`src/rtl/data_memory_wait_if.sv`:
```
// Request/response bundle between a MEM-stage requester and data_memory_wait.
// The requester holds mem_w_en/mem_r_en with alu_res/val_rm until it sees ready=1.
interface data_memory_wait_if #(
    parameter int DATA_W = 32,
    parameter int ADDR_W = 32
);
    logic              mem_w_en;
    logic              mem_r_en;
    logic [ADDR_W-1:0] alu_res;
    logic [DATA_W-1:0] val_rm;
    logic              ready;
    logic [DATA_W-1:0] out;
    logic              addr_err;

    modport master (
        output mem_w_en,
        output mem_r_en,
        output alu_res,
        output val_rm,
        input  ready,
        input  out,
        input  addr_err
    );

    modport slave (
        input  mem_w_en,
        input  mem_r_en,
        input  alu_res,
        input  val_rm,
        output ready,
        output out,
        output addr_err
    );
endinterface

```
`src/rtl/data_memory_wait.sv`:
```
// Word-addressed data memory with a fixed number of wait states per access.
// One access at a time: IDLE latches the request, BUSY counts WAIT_CYCLES,
// DONE reports completion for one cycle while the requester still holds its request.
module data_memory_wait #(
    parameter int DATA_W      = 32,
    parameter int ADDR_W      = 32,
    parameter int DEPTH       = 64,
    parameter int BASE_ADDR   = 1024,
    parameter int WAIT_CYCLES = 4
) (
    input  logic                clk,
    input  logic                rst_n,
    data_memory_wait_if.slave   bus
);
    localparam int IDX_W = (DEPTH > 1) ? $clog2(DEPTH) : 1;
    localparam int CNT_W = $clog2(WAIT_CYCLES) + 1;

    localparam logic [1:0] S_IDLE = 2'd0;
    localparam logic [1:0] S_BUSY = 2'd1;
    localparam logic [1:0] S_DONE = 2'd2;

    localparam logic [ADDR_W-1:0] BASE = ADDR_W'(BASE_ADDR);
    localparam logic [ADDR_W-1:0] SPAN = ADDR_W'(DEPTH * 4);

    logic [1:0]        r_state;
    logic [CNT_W-1:0]  r_cnt;
    logic              r_op_w;
    logic              r_in_range;
    logic [IDX_W-1:0]  r_idx;
    logic [DATA_W-1:0] r_wdata;
    logic [DATA_W-1:0] r_out;
    logic              r_addr_err;
    logic [DATA_W-1:0] r_mem [DEPTH];

    logic [ADDR_W-1:0] w_off;
    logic              w_in_range;
    logic [IDX_W-1:0]  w_idx;
    logic              w_req;
    logic              w_commit;
    logic              w_ready;

    // Addresses below BASE wrap to a huge offset, so one unsigned compare covers both ends.
    assign w_off      = bus.alu_res - BASE;
    assign w_in_range = (w_off < SPAN);
    assign w_idx      = w_off[IDX_W+1:2];
    assign w_req      = bus.mem_w_en | bus.mem_r_en;
    assign w_commit   = (r_state == S_BUSY) && (r_cnt == '0);

    // Stall the pipeline whenever an access is pending or in progress.
    always_comb begin
        w_ready = 1'b0;
        case (r_state)
            S_IDLE:  w_ready = ~w_req;
            S_BUSY:  w_ready = 1'b0;
            S_DONE:  w_ready = 1'b1;
            default: w_ready = 1'b0;
        endcase
    end

    // Request FSM: latch in IDLE, count in BUSY, report in DONE; DONE ignores the held request.
    always_ff @(posedge clk or negedge rst_n) begin
        if (!rst_n) begin
            r_state    <= S_IDLE;
            r_cnt      <= '0;
            r_op_w     <= 1'b0;
            r_in_range <= 1'b0;
            r_idx      <= '0;
            r_wdata    <= '0;
            r_out      <= '0;
            r_addr_err <= 1'b0;
        end else begin
            case (r_state)
                S_IDLE: begin
                    r_addr_err <= 1'b0;
                    if (w_req) begin
                        r_op_w     <= bus.mem_w_en;
                        r_in_range <= w_in_range;
                        r_idx      <= w_idx;
                        r_wdata    <= bus.val_rm;
                        r_cnt      <= CNT_W'(WAIT_CYCLES - 1);
                        r_state    <= S_BUSY;
                    end
                end
                S_BUSY: begin
                    if (r_cnt == '0) begin
                        r_state <= S_DONE;
                        if (!r_in_range) begin
                            r_addr_err <= 1'b1;
                        end
                        if (!r_op_w) begin
                            r_out <= r_in_range ? r_mem[r_idx] : '0;
                        end
                    end else begin
                        r_cnt <= r_cnt - 1'b1;
                    end
                end
                S_DONE: begin
                    r_addr_err <= 1'b0;
                    r_state    <= S_IDLE;
                end
                default: begin
                    r_state <= S_IDLE;
                end
            endcase
        end
    end

    // Array write on the last BUSY edge; a reset forces IDLE first, so an aborted write never lands.
    always_ff @(posedge clk) begin
        if (w_commit && r_op_w && r_in_range) begin
            r_mem[r_idx] <= r_wdata;
        end
    end

    assign bus.ready    = w_ready;
    assign bus.out      = r_out;
    assign bus.addr_err = r_addr_err;
endmodule
```
`src/flat_wrapper.sv`:
```
// flat-port wrapper written by rule: the top's interface ports become plain ports
module data_memory_wait_flat 
#(
    parameter int DATA_W      = 32,
    parameter int ADDR_W      = 32,
    parameter int DEPTH       = 64,
    parameter int BASE_ADDR   = 1024,
    parameter int WAIT_CYCLES = 4
)
  (clk, rst_n, bus_mem_w_en, bus_mem_r_en, bus_alu_res, bus_val_rm, bus_ready, bus_out, bus_addr_err);
  data_memory_wait_if #(.DATA_W(DATA_W), .ADDR_W(ADDR_W)) bus_i ();
  input  logic clk;
  input  logic rst_n;
  input wire logic [$bits(bus_i.mem_w_en)-1:0] bus_mem_w_en;
  input wire logic [$bits(bus_i.mem_r_en)-1:0] bus_mem_r_en;
  input wire logic [$bits(bus_i.alu_res)-1:0] bus_alu_res;
  input wire logic [$bits(bus_i.val_rm)-1:0] bus_val_rm;
  output wire logic [$bits(bus_i.ready)-1:0] bus_ready;
  output wire logic [$bits(bus_i.out)-1:0] bus_out;
  output wire logic [$bits(bus_i.addr_err)-1:0] bus_addr_err;
  assign bus_i.mem_w_en = bus_mem_w_en;
  assign bus_i.mem_r_en = bus_mem_r_en;
  assign bus_i.alu_res = bus_alu_res;
  assign bus_i.val_rm = bus_val_rm;
  assign bus_ready = bus_i.ready;
  assign bus_out = bus_i.out;
  assign bus_addr_err = bus_i.addr_err;
  data_memory_wait #(.DATA_W(DATA_W), .ADDR_W(ADDR_W), .DEPTH(DEPTH), .BASE_ADDR(BASE_ADDR), .WAIT_CYCLES(WAIT_CYCLES)) u_core (.clk(clk), .rst_n(rst_n), .bus(bus_i));
endmodule
```
`config.mk`:
```
export PLATFORM = sky130hd
export DESIGN_NAME = data_memory_wait_flat
export DESIGN_NICKNAME = d
export VERILOG_FILES = /design/src/rtl/data_memory_wait_if.sv /design/src/rtl/data_memory_wait.sv /design/src/flat_wrapper.sv
export SDC_FILE = /design/constraint.sdc
export NUM_CORES = 2
export LEC_CHECK = 0
export ABC_AREA = 1
export BUFFER_PORTS_ARGS = -buffer_cell sky130_fd_sc_hd__buf_2
export CAP_MARGIN = 20
export CORE_MARGIN = 10
export CORE_UTILIZATION = 35
export CTS_CLUSTER_DIAMETER = 50
export DETAILED_ROUTE_END_ITERATION = 8
export GPL_TIMING_DRIVEN = 1
export HOLD_SLACK_MARGIN = 0.08
export MAX_ROUTING_LAYER = met4
export SLEW_MARGIN = 20
export SYNTH_ARGS = -nofsm -noshare
export SYNTH_HDL_FRONTEND = slang
export SYNTH_SLANG_ARGS = --single-unit
export TNS_END_PERCENT = 50
```
`constraint.sdc`:
```
create_clock -name clk -period 3.2 [get_ports clk]
set_input_delay 0.32 -clock clk [delete_from_list [all_inputs] [get_ports clk]]
set_output_delay 0.32 -clock clk [all_outputs]
set_load 0.01 [all_outputs]
```
==> flow_metrics.py <==
metrics = {
    "finish": {
        "drive_above_1_share": 0.156,
        "area_delta_synth_final_pct": 16.5,
        "fin_cells": 11200,
        "final_nets": 7789,
    },
    "floorplan": {
        "die_w_um": 521,
        "die_h_um": 521,
        "initial_core_util": 0.353,
        "pin_count": 102,
        "dieArea_um2": 271000,
        "rows": 183,
        "core_um2": 249000,
    },
    "timing": {
        "worst_pin_slew_ns": 1.10,
        "rsz0062_at_grt": "false",
        "max_freq_ghz": 0.326,
        "finClkSkew_ns": 0.0328,
        "worst_hold_slack_ns": 0.225,
        "hold_violations": 0,
        "fin_crit_ns": 3.07,
        "final.setup.tns_ns": 0,
        "setup_ws_ns": 0.130,
        "setup_violations": 0,
        "period_share": 0.960,
        "finalMaxSlewViolations": 0,
        "slew_headroom": 0.265,
    },
    "yosys": {
        "synth_cell_types": 29,
        "syn-num-nets": 7507,
        "ys_seq_elements": 2126,
        "synth_xor_area_frac": 0.000199,
        "synth_edf_count": 2048,
        "synth_top_family_by_area": "simple AND/OR/NAND/NOR gates",
        "synthMuxAreaShare": 0,
        "synth-adder-area-share": 0.000285,
        "syn_inst": 7437,
        "async_flop_share": 0.0367,
        "synth_compound_area_frac": 0.0640,
        "synth_flop_cell": "edfxtp_1",
        "yosys.area_share.simple": 0.157,
        "ys_seq_area_frac": 0.722,
        "synth_area_per_cell_um2": 11.8,
        "ys.warnings.count": 0,
        "syn_area_um2": 87900,
    },
    "setup_path": {
        "crit_family": "simple AND/OR/NAND/NOR gates",
        "worst_path_max_delay_cell": "dfrtp_4",
        "critPathRequiredTime_ns": 3.93,
        "crit_buf_inv": 2,
        "path_cells": "buf_12 > buf_4 > or2_2 > nand3_1 > nand2_1 > o21ai_0 > nand2_1 > nor2_1 > nand2_1 > nand2_1 > nand2_1",
        "cp_slowest_stage_delay_ns": 0.62,
        "crit_path_start_kind": "flop",
        "crit_path_frequent_cell": "nand2_1",
        "arrival_ns": 3.80,
        "critPathMaxFanout": 16,
        "critPathKind": "reg2reg",
        "cp-end-kind": "flop",
    },
    "placement": {
        "hpwl_um": 138000,
        "place.gp.congestion": 0.852,
        "portBuffers": 99,
        "dp_slack_ns": 0.309,
        "place_inst": 10800,
    },
    "cts": {
        "clk_path_buf_depth": 3,
        "cts_root_buf": "clkbuf_16",
        "tritoncts": "built",
        "post-cts-setup-buffers": 0,
        "clkSinkCount": 2126,
        "htreeDepth": 4,
        "clock_latency_ns": 0.86,
        "cts_made_buffers": 217,
        "path_clk_slew_ns": 0.06,
    },
    "route": {
        "drcViolationCount": 0,
        "drt_iter0_markers": 5870,
        "vias_per_cell": 4.91,
        "drt-pass1-iter-count": 6,
        "wl_per_cell_um": 21.2,
        "finalWirelength_um": 238000,
        "routed-via-count": 55200,
        "ant_nets": 0,
    },
    "global_routing": {
        "overflow": 0,
        "antenna_found_initial": 7,
        "grt_first_pass_wirelength_um": 348000,
        "grt_pass1_vias": 52400,
        "grt_max_degree": 144,
        "track_usage": 0.175,
    },
    "power_and_ir_drop": {
        "leakage_nw": 39.3,
        "power_w": 0.0873,
        "power.density_nw_per_um2": 853,
        "peakVddDrop_uv": 875,
    },
    "worst_hold_path": {
        "hold_path.class": "in2reg",
    },
    "run_status": {
        "status": "finished, final reports clean",
    },
    "flow_run": {
        "drv_cap": 0,
    },
}
==> per-layer routing <==
metal,track usage,wire (um)
met5,-,0
met4,0.0592,7900
met3,0.0236,17100
met2,0.274,111000
met1,0.236,103000
==> worst paths after layout <==
path | cells after the start | end | slack, ns | startpoint
min reg2reg | 2 | u_core.bus.out[6] | 0.48 | u_core.bus.out[6]
min | 4 | u_core.r_wdata[8] | 0.22 | bus_val_rm[8]
max in group asynchronous | 4 | u_core.r_idx[2] | 1.88 | rst_n
max reg2reg | 11 | u_core.bus.out[5] | 0.13 | u_core.r_idx[0]
max | 11 | u_core.bus.out[5] | 0.13 | u_core.r_idx[0]
min in group asynchronous | 3 | u_core.bus.out[31] | 0.59 | rst_n
==> layout make-up <==
class                      count  area [um^2]
fill                       23000       147000
sequential                  2126        63500
multi-input combinational   4125        20000
clock buffer                 280         5800
timing repair buffer         441         4710
tap                         3330         4170
inverter                     808         3040
clock inverter               130         1150
antenna                        4         10.0
==> cell usage after synthesis (3+ instances only) <==
master    number  area share
nor3_1         9     0.00051
o21ai_1      244       0.014
o211ai_1     332       0.028
nand2_1     1718       0.073
or2_1         12     0.00085
dfrtp_1       78       0.022
nand4_1        4     0.00028
clkbuf_1     122      0.0052
buf_6         31      0.0040
or2_2        361       0.026
nor2_2         3     0.00021
nand3_1      404       0.023
edfxtp_1    2048        0.70
o21ai_0      248       0.014
or2_0         43      0.0031
inv_1        807       0.034
buf_4         16      0.0014
nor2_1       684       0.029
o211ai_2      52      0.0074
buf_2        188       0.011
buf_1         21     0.00090
==> tightest hold or removal path, cell delays in order <==
cell and delay (ns):
dlygate4sd3_1 0.52, buf_2 0.10, nand2_1 0.05, nand2_1 0.06
==> registers in the layout, summed over array words and instances (netlist names) <==
signal               cells
u_core.r_op_w            1
u_core.r_wdata          32
u_core.r_in_range        1
u_core.bus.out          32
u_core.r_idx             6
u_core.r_mem          2048
u_core.bus.addr_err      1
u_core.r_cnt             3
u_core.r_state           2
==> metrics by stage <==
| stage | util | instance area, um^2 |
|---|---|---|
| floorplan | - | 87900 |
| global placement | 0.381 | 94900 |
| detailed placement | 0.381 | 94900 |
| CTS | 0.411 | 102000 |
| global route | 0.411 | 102000 |
| finish | 0.411 | 102000 |
==> kinds of logic (layout without fill, tap and decap cells) <==
group           count (synthesis)  count (layout)
xor+xnor                        2               2
compound gates                879             879
fa+ha+maj                       2               2
buf+inv                      1186            1659
flops                        2126            2126
simple gates                 3242            3242
other cells                     0               4
==> report_power, final <==
part / switching [W] / internal, W / total, W
Sequential: 0.00219 / 0.0345 / 0.0367
Clock: 0.0106 / 0.0140 / 0.0246
Combinational: 0.0185 / 0.00752 / 0.0260
Total: 0.0313 / 0.0561 / 0.0873
==> timing repair <==
action,in CTS,in global routing
setup endpoints to repair,0,1
hold endpoints to repair,105,0
hold buffers,47,0
gates resized for setup,0,1
==> cell usage in the layout, fill, tap and decap left out, types with 68 or more instances in the layout <==
| master | n |
|---|---|
| buf_12 | 122 |
| o211ai_1 | 332 |
| edfxtp_1 | 2048 |
| nand3_1 | 404 |
| buf_2 | 98 |
| or2_2 | 361 |
| buf_4 | 175 |
| o21ai_1 | 244 |
| inv_1 | 807 |
| nor2_4 | 68 |
| nor2_1 | 618 |
| o21ai_0 | 248 |
| nand2_1 | 1716 |
| clkbuf_16 | 218 |
Power figures use the tool's default switching activity.
